## config.mk

```make
export PLATFORM = sky130hd
export DESIGN_NAME = msk_hpc3_tof_pipe
export DESIGN_NICKNAME = d
export VERILOG_FILES = /design/src/rtl/msk_hpc3_pkg.sv /design/src/rtl/msk_hpc3_cells.sv /design/src/rtl/msk_hpc3_tof_lane.sv /design/src/rtl/msk_hpc3_tof_pipe.sv
export SDC_FILE = /design/constraint.sdc
export NUM_CORES = 1
export LEC_CHECK = 0
export ABC_CLOCK_PERIOD_IN_PS = 3400
export CAP_MARGIN = 20
export CORE_AREA = 4 4 80 82
export CTS_BUF_LIST = sky130_fd_sc_hd__clkbuf_16
export DETAILED_ROUTE_END_ITERATION = 8
export DIE_AREA = 0 0 84 86
export PLACE_DENSITY = 0.82
export SLEW_MARGIN = 20
export SYNTH_ARGS = -nofsm -noshare
export SYNTH_HDL_FRONTEND = slang
export SYNTH_SLANG_ARGS = --single-unit
```

## constraint.sdc

```tcl
create_clock -name clk -period 3.4 [get_ports clk]
set_clock_uncertainty 0.15 [all_clocks]
set_input_delay 0.85 -clock clk [delete_from_list [all_inputs] [get_ports clk]]
set_output_delay 0.85 -clock clk [all_outputs]
set_load 0.005 [all_outputs]
```

## src/rtl/msk_hpc3_pkg.sv

```systemverilog
// Shared helpers for the HPC3 masked gadgets: randomness sizing, triangular
// randomness indexing and the lane/share bit layout.
package msk_hpc3_pkg;

  function automatic int rnd_lane(input int d);
    return d * (d - 1);
  endfunction

  // Position of pair (i,j), i<j, inside a packed upper-triangular matrix.
  function automatic int idx(input int i, input int j, input int d);
    return i * d - (i * (i + 1)) / 2 + (j - 1 - i);
  endfunction

  function automatic int pair_idx(input int i, input int j, input int d);
    return (i < j) ? idx(i, j, d) : idx(j, i, d);
  endfunction

  function automatic int sh(input int k, input int i, input int d);
    return k * d + i;
  endfunction

endpackage

```

## src/rtl/msk_hpc3_cells.sv

```systemverilog
// Keep-boundary primitive cells so synthesis cannot merge logic across
// share domains.
module bin_AND (
  input  logic x,
  input  logic y,
  output logic z
);
  assign z = x & y;
endmodule

module bin_XOR (
  input  logic x,
  input  logic y,
  output logic z
);
  assign z = x ^ y;
endmodule

module bin_REG (
  input  logic clk,
  input  logic rst_n,
  input  logic din,
  output logic dout
);
  always_ff @(posedge clk or negedge rst_n) begin
    if (!rst_n) dout <= 1'b0;
    else        dout <= din;
  end
endmodule

```

## src/rtl/msk_hpc3_tof_lane.sv

```systemverilog
// One bit lane of the HPC3 Toffoli/AND gadget: refreshes partial products into
// u/v/a registers on load, then compresses them into d output shares.
module msk_hpc3_tof_lane
  import msk_hpc3_pkg::*;
#(
  parameter  int d   = 2,
  parameter  int TOF = 1,
  localparam int NP  = d * (d - 1) / 2,
  localparam int NU  = d * (d - 1)
) (
  input  logic          clk,
  input  logic          rst_n,
  input  logic          load,
  input  logic [d-1:0]  a,
  input  logic [d-1:0]  b,
  input  logic [d-1:0]  c,
  input  logic [NP-1:0] mat0,
  input  logic [NP-1:0] mat1,
  output logic [d-1:0]  out
);

  logic [NU-1:0] u_in, u_d, u_q, v_in, v_d, v_q, prod;
  logic [d-1:0]  a_d, a_q;

  if (TOF == 0) begin : g_no_c
    logic unused_c;
    assign unused_c = ^c;
  end

  for (genvar i = 0; i < d; i++) begin : g_share
    assign a_d[i] = load ? a[i] : a_q[i];
    bin_REG a_reg (.clk(clk), .rst_n(rst_n), .din(a_d[i]), .dout(a_q[i]));

    for (genvar j2 = 0; j2 < d - 1; j2++) begin : g_pair
      localparam int J = (j2 < i) ? j2 : j2 + 1;
      localparam int R = pair_idx(i, J, d);
      localparam int N = i * (d - 1) + j2;
      logic b_sel, p, q;

      // The first pair of each share also carries the local a_i*b_i product.
      if (j2 == 0) begin : g_own
        bin_XOR x_rb (.x(mat0[R]), .y(b[i]), .z(b_sel));
      end else begin : g_cross
        assign b_sel = mat0[R];
      end
      bin_AND and_p (.x(a[i]), .y(b_sel), .z(p));
      bin_XOR x_q (.x(p), .y(mat1[R]), .z(q));

      if (j2 == 0 && TOF != 0) begin : g_tof
        bin_XOR x_c (.x(q), .y(c[i]), .z(u_in[N]));
      end else begin : g_plain
        assign u_in[N] = q;
      end

      assign u_d[N] = load ? u_in[N] : u_q[N];
      bin_REG u_reg (.clk(clk), .rst_n(rst_n), .din(u_d[N]), .dout(u_q[N]));

      bin_XOR x_v (.x(b[J]), .y(mat0[R]), .z(v_in[N]));
      assign v_d[N] = load ? v_in[N] : v_q[N];
      bin_REG v_reg (.clk(clk), .rst_n(rst_n), .din(v_d[N]), .dout(v_q[N]));

      bin_AND and_o (.x(a_q[i]), .y(v_q[N]), .z(prod[N]));
    end

    // Compression chain: all u terms first, then the registered a*v products.
    for (genvar t = 1; t < 2 * (d - 1); t++) begin : g_acc
      logic prev, term, sum;
      if (t == 1) begin : g_head
        assign prev = u_q[i*(d-1)];
      end else begin : g_link
        assign prev = g_acc[t-1].sum;
      end
      if (t < d - 1) begin : g_u
        assign term = u_q[i*(d-1)+t];
      end else begin : g_p
        assign term = prod[i*(d-1)+t-(d-1)];
      end
      bin_XOR x_acc (.x(prev), .y(term), .z(sum));
    end
    assign out[i] = g_acc[2*(d-1)-1].sum;
  end

endmodule

```

## src/rtl/msk_hpc3_tof_pipe.sv

```systemverilog
// W-lane masked Toffoli (or plain AND when TOF=0) behind one ready/valid
// stage; randomness is consumed exactly once per accepted operand set.
module msk_hpc3_tof_pipe
  import msk_hpc3_pkg::*;
#(
  parameter int d        = 2,
  parameter int W        = 8,
  parameter int TOF      = 1,
  parameter int RND_LANE = rnd_lane(d)
) (
  input  logic                  clk,
  input  logic                  rst_n,
  input  logic                  in_valid,
  output logic                  in_ready,
  input  logic [W*d-1:0]        ina,
  input  logic [W*d-1:0]        inb,
  input  logic [W*d-1:0]        inc,
  input  logic [W*RND_LANE-1:0] rnd,
  output logic                  rnd_ready,
  output logic                  out_valid,
  input  logic                  out_ready,
  output logic [W*d-1:0]        out
);

  localparam int NP = RND_LANE / 2;

  logic accept;

  assign in_ready  = !out_valid || out_ready;
  assign accept    = in_valid && in_ready;
  assign rnd_ready = accept;

  always_ff @(posedge clk or negedge rst_n) begin
    if (!rst_n)         out_valid <= 1'b0;
    else if (accept)    out_valid <= 1'b1;
    else if (out_ready) out_valid <= 1'b0;
  end

  for (genvar k = 0; k < W; k++) begin : g_lane
    msk_hpc3_tof_lane #(.d(d), .TOF(TOF)) u_lane (
      .clk  (clk),
      .rst_n(rst_n),
      .load (accept),
      .a    (ina[sh(k, 0, d) +: d]),
      .b    (inb[sh(k, 0, d) +: d]),
      .c    (inc[sh(k, 0, d) +: d]),
      .mat0 (rnd[k*RND_LANE +: NP]),
      .mat1 (rnd[k*RND_LANE+NP +: NP]),
      .out  (out[sh(k, 0, d) +: d])
    );
  end

endmodule

```

==> qor.csv, run 1 <==
metric;value;unit
Syn Nets;305;
DRC violations left;0;
Post-Synth Simple-Gate Area;7.18;%
VDD IR max;226;uV
largest family of logic cells by synthesized area;multiplexers;
outcome;finished, final reports clean;
First DRT Iteration DRCs;86;
relative slew slack;59.6;%
post-route setup slack;278;ps
first-pass GRT wire length;9.56;mm
worst min-delay path category;flip-flop to flip-flop;
area of the multi-input gates;1330;sq um
FILL cells;494;
Core ar.;5750;sq um
Synth cell types;20;
NumNets Final;380;
cell area after synthesis;2760;sq um
Fmax;0.320;GHz
Root Buffer Master;clkbuf_16;
Die ar.;7220;sq um
ANT cells;0;
Die Width;84;microns
Post-DRT Antenna Nets;0;
Tmin final;3120;ps
kind of critical path;input pin to output port;
Pwr Density;478;nW/um^2
unrepaired setup endpoints after global routing;no;
DPL Wire Length;4.39;mm
mux cell area share after synthesis;15.7;%
Synth Area in Compound Gates;10.2;%
Place WS;24.1;ps
Avg Cell Area, Syn;11.6;sq um
most frequent CP cell;clkdlybuf4s50_1;
R2R Setup Slk;1660;ps
Resized cells post-CTS;0;
WL final;5.79;mm
Period Utilization, post-route;91.8;%
CTS tree;yes;
cell taking the most area after synthesis;dfrtp_1;
Via density;5.16;
met1 Track Usage GR;19.4;%
Seq cells post-synth;49;
most used routing layer;met2;
Critical Path RT;2400;ps
crit-path max FO;3;
Worst Path Buf+Inv;4;
crit-path cells;clkdlybuf4s50_1 -> nor2b_4 -> inv_4 -> nand2_8 -> inv_6 -> clkdlybuf4s50_1;
met3 Resource Use GR;2.88;%
slowest CP cell;clkdlybuf4s50_1;
met2 usage;29.9;%
vias in the first global route;2040;
Layout area overhead;33.9;%
post-synthesis sequential area ratio;44.5;%
Die Ht;86;microns
Storage cell area;1230;sq um
initial antenna violation count;0;
GRT Total Usage;16.5;%
Post-Synth Adder-Cell Area;0;%
H-tree Lvls;2;
final setup fails;0;
grt total ovfl;0;
CTS max path bufs;2;
crit start category;input pin;
placer congestion estimate;0.730;
Finished Layout Cells;387;
via count;1997;
Worst-Skew Late Latency;280;ps
Worst-path clk slew;60;ps
Slew Limit Fails;0;
synthesized instance count;237;
initial core utilization;48.0;%
Port-buffer cells;86;
Fin. Hold Viols;0;
Ys Warns;0;
CTS Hold Bufs;0;
Sum Neg Setup Slack;0;ps
Pre-antenna DRT Iters;4;
I/O pin count;87;
Synth Area in XOR/XNOR;15.3;%
layout cell share with drive strength beyond 1;15.1;%
row cnt;28;
Synth area leaders;dfrtp_1 (45%), mux2_4 (10%), xor2_1 (10%);
post-synth top area share;44.5;%
clock sinks;49;
drt wl/cell;15.0;microns
Placed Area;3540;sq um
placed cells;378;
Worst path max stage delay;520;ps
most frequent cells in the layout;clkdlybuf4s50_1 (85), dfrtp_1 (49), xor2_1 (32);
max cap viols;0;
CP Capture Type;output port;
Static Leak;1.61;nW
Worst-Margin Slew;606;ps
largest net degree at the start of global routing;50;
cell family with most CP delay;buffers and inverters;
Tot Pwr;0.00177;W
cell area after layout;3690;sq um
CP Data Arrival Time;2120;ps
total CTS buffers;5;
most common cell after layout, fill and taps aside;clkdlybuf4s50_1;
==> sequential cells by signal, summed over array words and instances (netlist names) <==
signal	count
g_lane.u_lane.g_share.a_reg.dout	16
g_lane.u_lane.g_share.g_pair.u_reg.dout	16
g_lane.u_lane.g_share.g_pair.v_reg.dout	16
out_valid	1
==> cells by family (layout without fill, tap and decap cells) <==
logic type                count (synthesis)  in the layout
xor gates and xnor gates                 48             48
and+or+nand+nor                          35             35
buffers and inverters                    25            100
DFF                                      49             49
muxes                                    32             32
AOI/OAI and AO/OA                        48             48
==> worst reg2reg max path, delay by kind of cell, from the launching register on <==
family / cells / cell delay (ps)
DFF: 1 / 380
and+or+nand+nor: 2 / 200
muxes: 1 / 390
buffers and inverters: 3 / 510
==> routing by layer <==
layer  up-vias  routed length [microns]  share of wire [%]
met5         -                        0                  0
met1       981                     2390                 41
li1        951                        -                  -
met3         6                      278                4.8
met4         0                       74                1.3
met2        59                     3050                 53
==> path summary, 6_finish.rpt <==
path	from	end	cells past startpoint
min in group asynchronous	rst_n	out_valid	1
worst min register to register	g_lane[5].u_lane.g_share[0].a_reg.dout	g_lane[5].u_lane.g_share[0].a_reg.dout	1
worst max register to register	out_valid	g_lane[4].u_lane.g_share[0].g_pair[0].v_reg.dout	6
max in group asynchronous	rst_n	g_lane[3].u_lane.g_share[0].g_pair[0].u_reg.dout	1
worst max-delay path	out_ready	rnd_ready	6
worst min-delay path	g_lane[5].u_lane.g_share[0].a_reg.dout	g_lane[5].u_lane.g_share[0].a_reg.dout	1
==> timing repair <==
| action | in CTS | in global routing |
|---|---|---|
| setup endpoints to repair | 0 | 1 |
| hold endpoints to repair | 0 | 0 |
| setup buffers | 0 | 2 |
==> Yosys cell counts (all sizes together) <==
| library cell | n |
|---|---|
| buf | 20 |
| xor2 | 32 |
| a21oi | 16 |
| dfrtp | 49 |
| clkbuf | 2 |
| o21ai | 16 |
| o31ai | 16 |
| nor2b | 1 |
| inv | 3 |
| and3 | 16 |
| xnor2 | 16 |
| nand2 | 18 |
| mux2 | 32 |
==> where the power goes <==
group          total (W)  switching [W]  internal, W
clock network   0.000457       0.000194     0.000263
logic           0.000564       0.000203     0.000361
registers       0.000745      0.0000598     0.000685
==> stage by stage <==
| stage | hold slack (ps) | util (%) |
|---|---|---|
| 6_report | 356 | 64.2 |
| 5_1_grt | 362 | 64.2 |
| 4_1_cts | 358 | 63.9 |
| 3_5_place_dp | 344 | 61.6 |
| 3_3_place_gp | 338 | 61.6 |
| 2_1_floorplan | 329 | - |
==> final cells by class <==
class                      instances  area share, %
tap                               75           2.54
timing repair buffer              90           24.1
clock inverter                     2          0.203
multi-input combinational        163           36.0
inverter                           3          0.509
sequential                        49           33.2
clock buffer                       5           3.39
(Power assumes the default switching activity.)
==> inputs of run 2 (changes only) <==
--- a/config.mk
+++ b/config.mk
@@ -7,12 +7,13 @@
 export LEC_CHECK = 0
 export ABC_CLOCK_PERIOD_IN_PS = 3400
 export CAP_MARGIN = 20
-export CORE_AREA = 4 4 80 82
+export CORE_AREA = 4 4 83 85
 export CTS_BUF_LIST = sky130_fd_sc_hd__clkbuf_16
 export DETAILED_ROUTE_END_ITERATION = 8
-export DIE_AREA = 0 0 84 86
-export PLACE_DENSITY = 0.82
+export DIE_AREA = 0 0 87 89
+export PLACE_DENSITY = 0.83
 export SLEW_MARGIN = 20
 export SYNTH_ARGS = -nofsm -noshare
 export SYNTH_HDL_FRONTEND = slang
+export SYNTH_HIERARCHICAL = 1
 export SYNTH_SLANG_ARGS = --single-unit
==> qor.csv, run 2 <==
metric;value;unit
first-pass GRT wire length;7.82;mm
row cnt;29;
Hold Slack;351;ps
CTS Hold Bufs;0;
top_reg_cell synth;dfrtp_1;
Core ar.;6200;sq um
Slew Limit Fails;0;
First DRT Iteration DRCs;23;
CTS tree;yes;
largest net degree at the start of global routing;49;
Worst Setup EP;rnd_ready;
GRT Total Usage;13.0;%
CP Capture Type;output port;
Resized cells post-CTS;0;
grt total ovfl;0;
Worst-Skew Late Latency;280;ps
final setup fails;0;
Period Utilization, post-route;89.7;%
Worst-path clk slew;60;ps
layout cell share with drive strength beyond 1;18.9;%
Post-CTS Repair Setup Buffers;0;
Tmin final;3050;ps
most common cell after layout, fill and taps aside;clkdlybuf4s50_1;
Synth Area in XOR/XNOR;22.7;%
initial antenna violation count;0;
Async SR Flop Fraction;100;%
reg2reg path depth;4;
Port-buffer cells;86;
WL final;4.98;mm
cell area after synthesis;3090;sq um
R2R Setup Slk;1460;ps
Synth area leaders;dfrtp_1 (40%), mux2_4 (23%), xor2_1 (23%);
Pre-antenna DRT Iters;2;
most frequent cells in the layout;clkdlybuf4s50_1 (85), xor2_1 (80), dfrtp_1 (49);
Post-Synth Adder-Cell Area;0;%
placer congestion estimate;0.702;
mux cell area share after synthesis;23.3;%
Die Width;87;microns
Synth Area in Compound Gates;0;%
total CTS buffers;5;
Die ar.;7740;sq um
Synth top cells by count;xor2_1 (80), dfrtp_1 (49), mux2_4 (48);
post-synthesis sequential area ratio;39.7;%
count leader, synth;xor2_1;
Root Buffer Master;clkbuf_16;
unrepaired setup endpoints after global routing;no;
max cap viols;0;
DPL Wire Length;3.88;mm
Placed Area;3840;sq um
vias in the first global route;1823;
Syn Nets;304;
Sum Neg Setup Slack;0;ps
drt wl/cell;13.0;microns
synthesized instance count;236;
Critical Path Source;out_ready;
Ys Warns;6;
relative slew slack;42.4;%
crit start category;input pin;
crit-path max FO;3;
Post-synth EDFFs;0;
cell taking the most area after synthesis;dfrtp_1;
Top Registers;g_lane.u_lane/g_share.a_reg/dout x16, g_lane.u_lane/g_share.g_pair.u_reg/dout x16, g_lane.u_lane/g_share.g_pair.v_reg/dout x16;
CTS max path bufs;2;
Synth cell types;9;
Fin. Hold Viols;0;
Layout area overhead;28.8;%
Post-Synth Simple-Gate Area;7.42;%
worst min-delay path category;flip-flop to flip-flop;
DRC violations left;0;
reg-to-reg critical path startpoint;out_valid;
Seq cells post-synth;49;
Worst-Margin Slew;865;ps
outcome;finished, final reports clean;
Pwr Density;479;nW/um^2
CP Data Arrival Time;2050;ps
I/O pin count;87;
H-tree Lvls;2;
kind of critical path;input pin to output port;
Post-DRT Antenna Nets;0;
Via density;4.60;
Tot Pwr;0.00191;W
Die Ht;89;microns
Fmax;0.328;GHz
NumNets Final;375;
worst flop-to-flop path endpoint;g_lane[3].u_lane/g_share[0].g_pair[0].u_reg/dout;
Avg Cell Area, Syn;13.1;sq um
via count;1766;
clock sinks;49;
largest family of logic cells by synthesized area;multiplexers;
VDD IR max;358;uV
cell area after layout;3980;sq um
initial core utilization;49.7;%
Static Leak;1.83;nW
Critical Path RT;2400;ps
ANT cells;0;
worst hold start;g_lane[5].u_lane/g_share[0].g_pair[0].v_reg/dout;
post-synth top area share;39.7;%
-- run 2: changes by cell type in the layout (fill, tap and decap cells not counted), moves of 2 or more --
cell,delta
a21oi_1,-16
and2_1,+32
and3_1,-16
buf_4,-3
mux2_2,-13
mux2_4,+29
nand2_1,-17
o21ai_0,-14
o21ai_1,-2
o31ai_1,-16
xnor2_1,-16
xor2_1,+48
-- run 2: layer usage --
| layer | GRT usage (%) | wire length (microns) | up-vias |
|---|---|---|---|
| met5 | 0 | 0 | - |
| met4 | 3.40 | 51 | 0 |
| met3 | 5.81 | 423 | 6 |
| met2 | 22.2 | 2440 | 55 |
| met1 | 14.8 | 2060 | 820 |
| li1 | - | - | 885 |
-- run 2: worst min-delay path by stage --
stage	slack, ps	cells past startpoint	endpoint
after floorplan	320	1	g_lane[0].u_lane/g_share[0].g_pair[0].v_reg/dout
after global placement	330	1	g_lane[5].u_lane/g_share[1].a_reg/dout
after detailed placement	330	1	g_lane[5].u_lane/g_share[0].g_pair[0].v_reg/dout
after CTS	350	1	g_lane[5].u_lane/g_share[0].a_reg/dout
after global routing	360	1	g_lane[7].u_lane/g_share[1].a_reg/dout
final	350	1	g_lane[5].u_lane/g_share[0].g_pair[0].v_reg/dout
-- run 2: logic make-up (layout without fill, tap and decap cells) --
| group | count (synthesis) | after routing |
|---|---|---|
| AND/OR/NAND/NOR | 35 | 35 |
| XOR/XNOR | 80 | 80 |
| buffers and inverters | 24 | 95 |
| flip-flops | 49 | 49 |
| multiplexers | 48 | 48 |
-- run 2: layout make-up --
type	instances	area (sq um)
clock buffer	5	125
clock inverter	2	7.51
fill	478	2230
multi-input combinational	163	1650
sequential	49	1230
tap	77	96.3
timing repair buffer	88	871
-- run 2: critical path, stage by stage --
cell and delay, ps:
clkdlybuf4s50_1 450, nand2b_4 120, and2_4 140, clkdlybuf4s50_1 490
-- run 2: report_power, final --
part	switching (W)	internal, W	total [W]	leakage [nW]
Clock	0.000193	0.000263	0.000456	0.0685
Sequential	0.0000730	0.000702	0.000775	0.572
Combinational	0.000205	0.000469	0.000674	1.19
Total	0.000471	0.00143	0.00191	1.83
-- run 2: metrics by stage --
step                      setup slack (ps)  cells  utilization (%)
after global placement                 351    377             61.9
after detailed placement               350    377             61.9
after floorplan                       1220    236                -
after CTS                              342    384             64.1
after global routing                   304    384             64.1
final                                  349    384             64.1
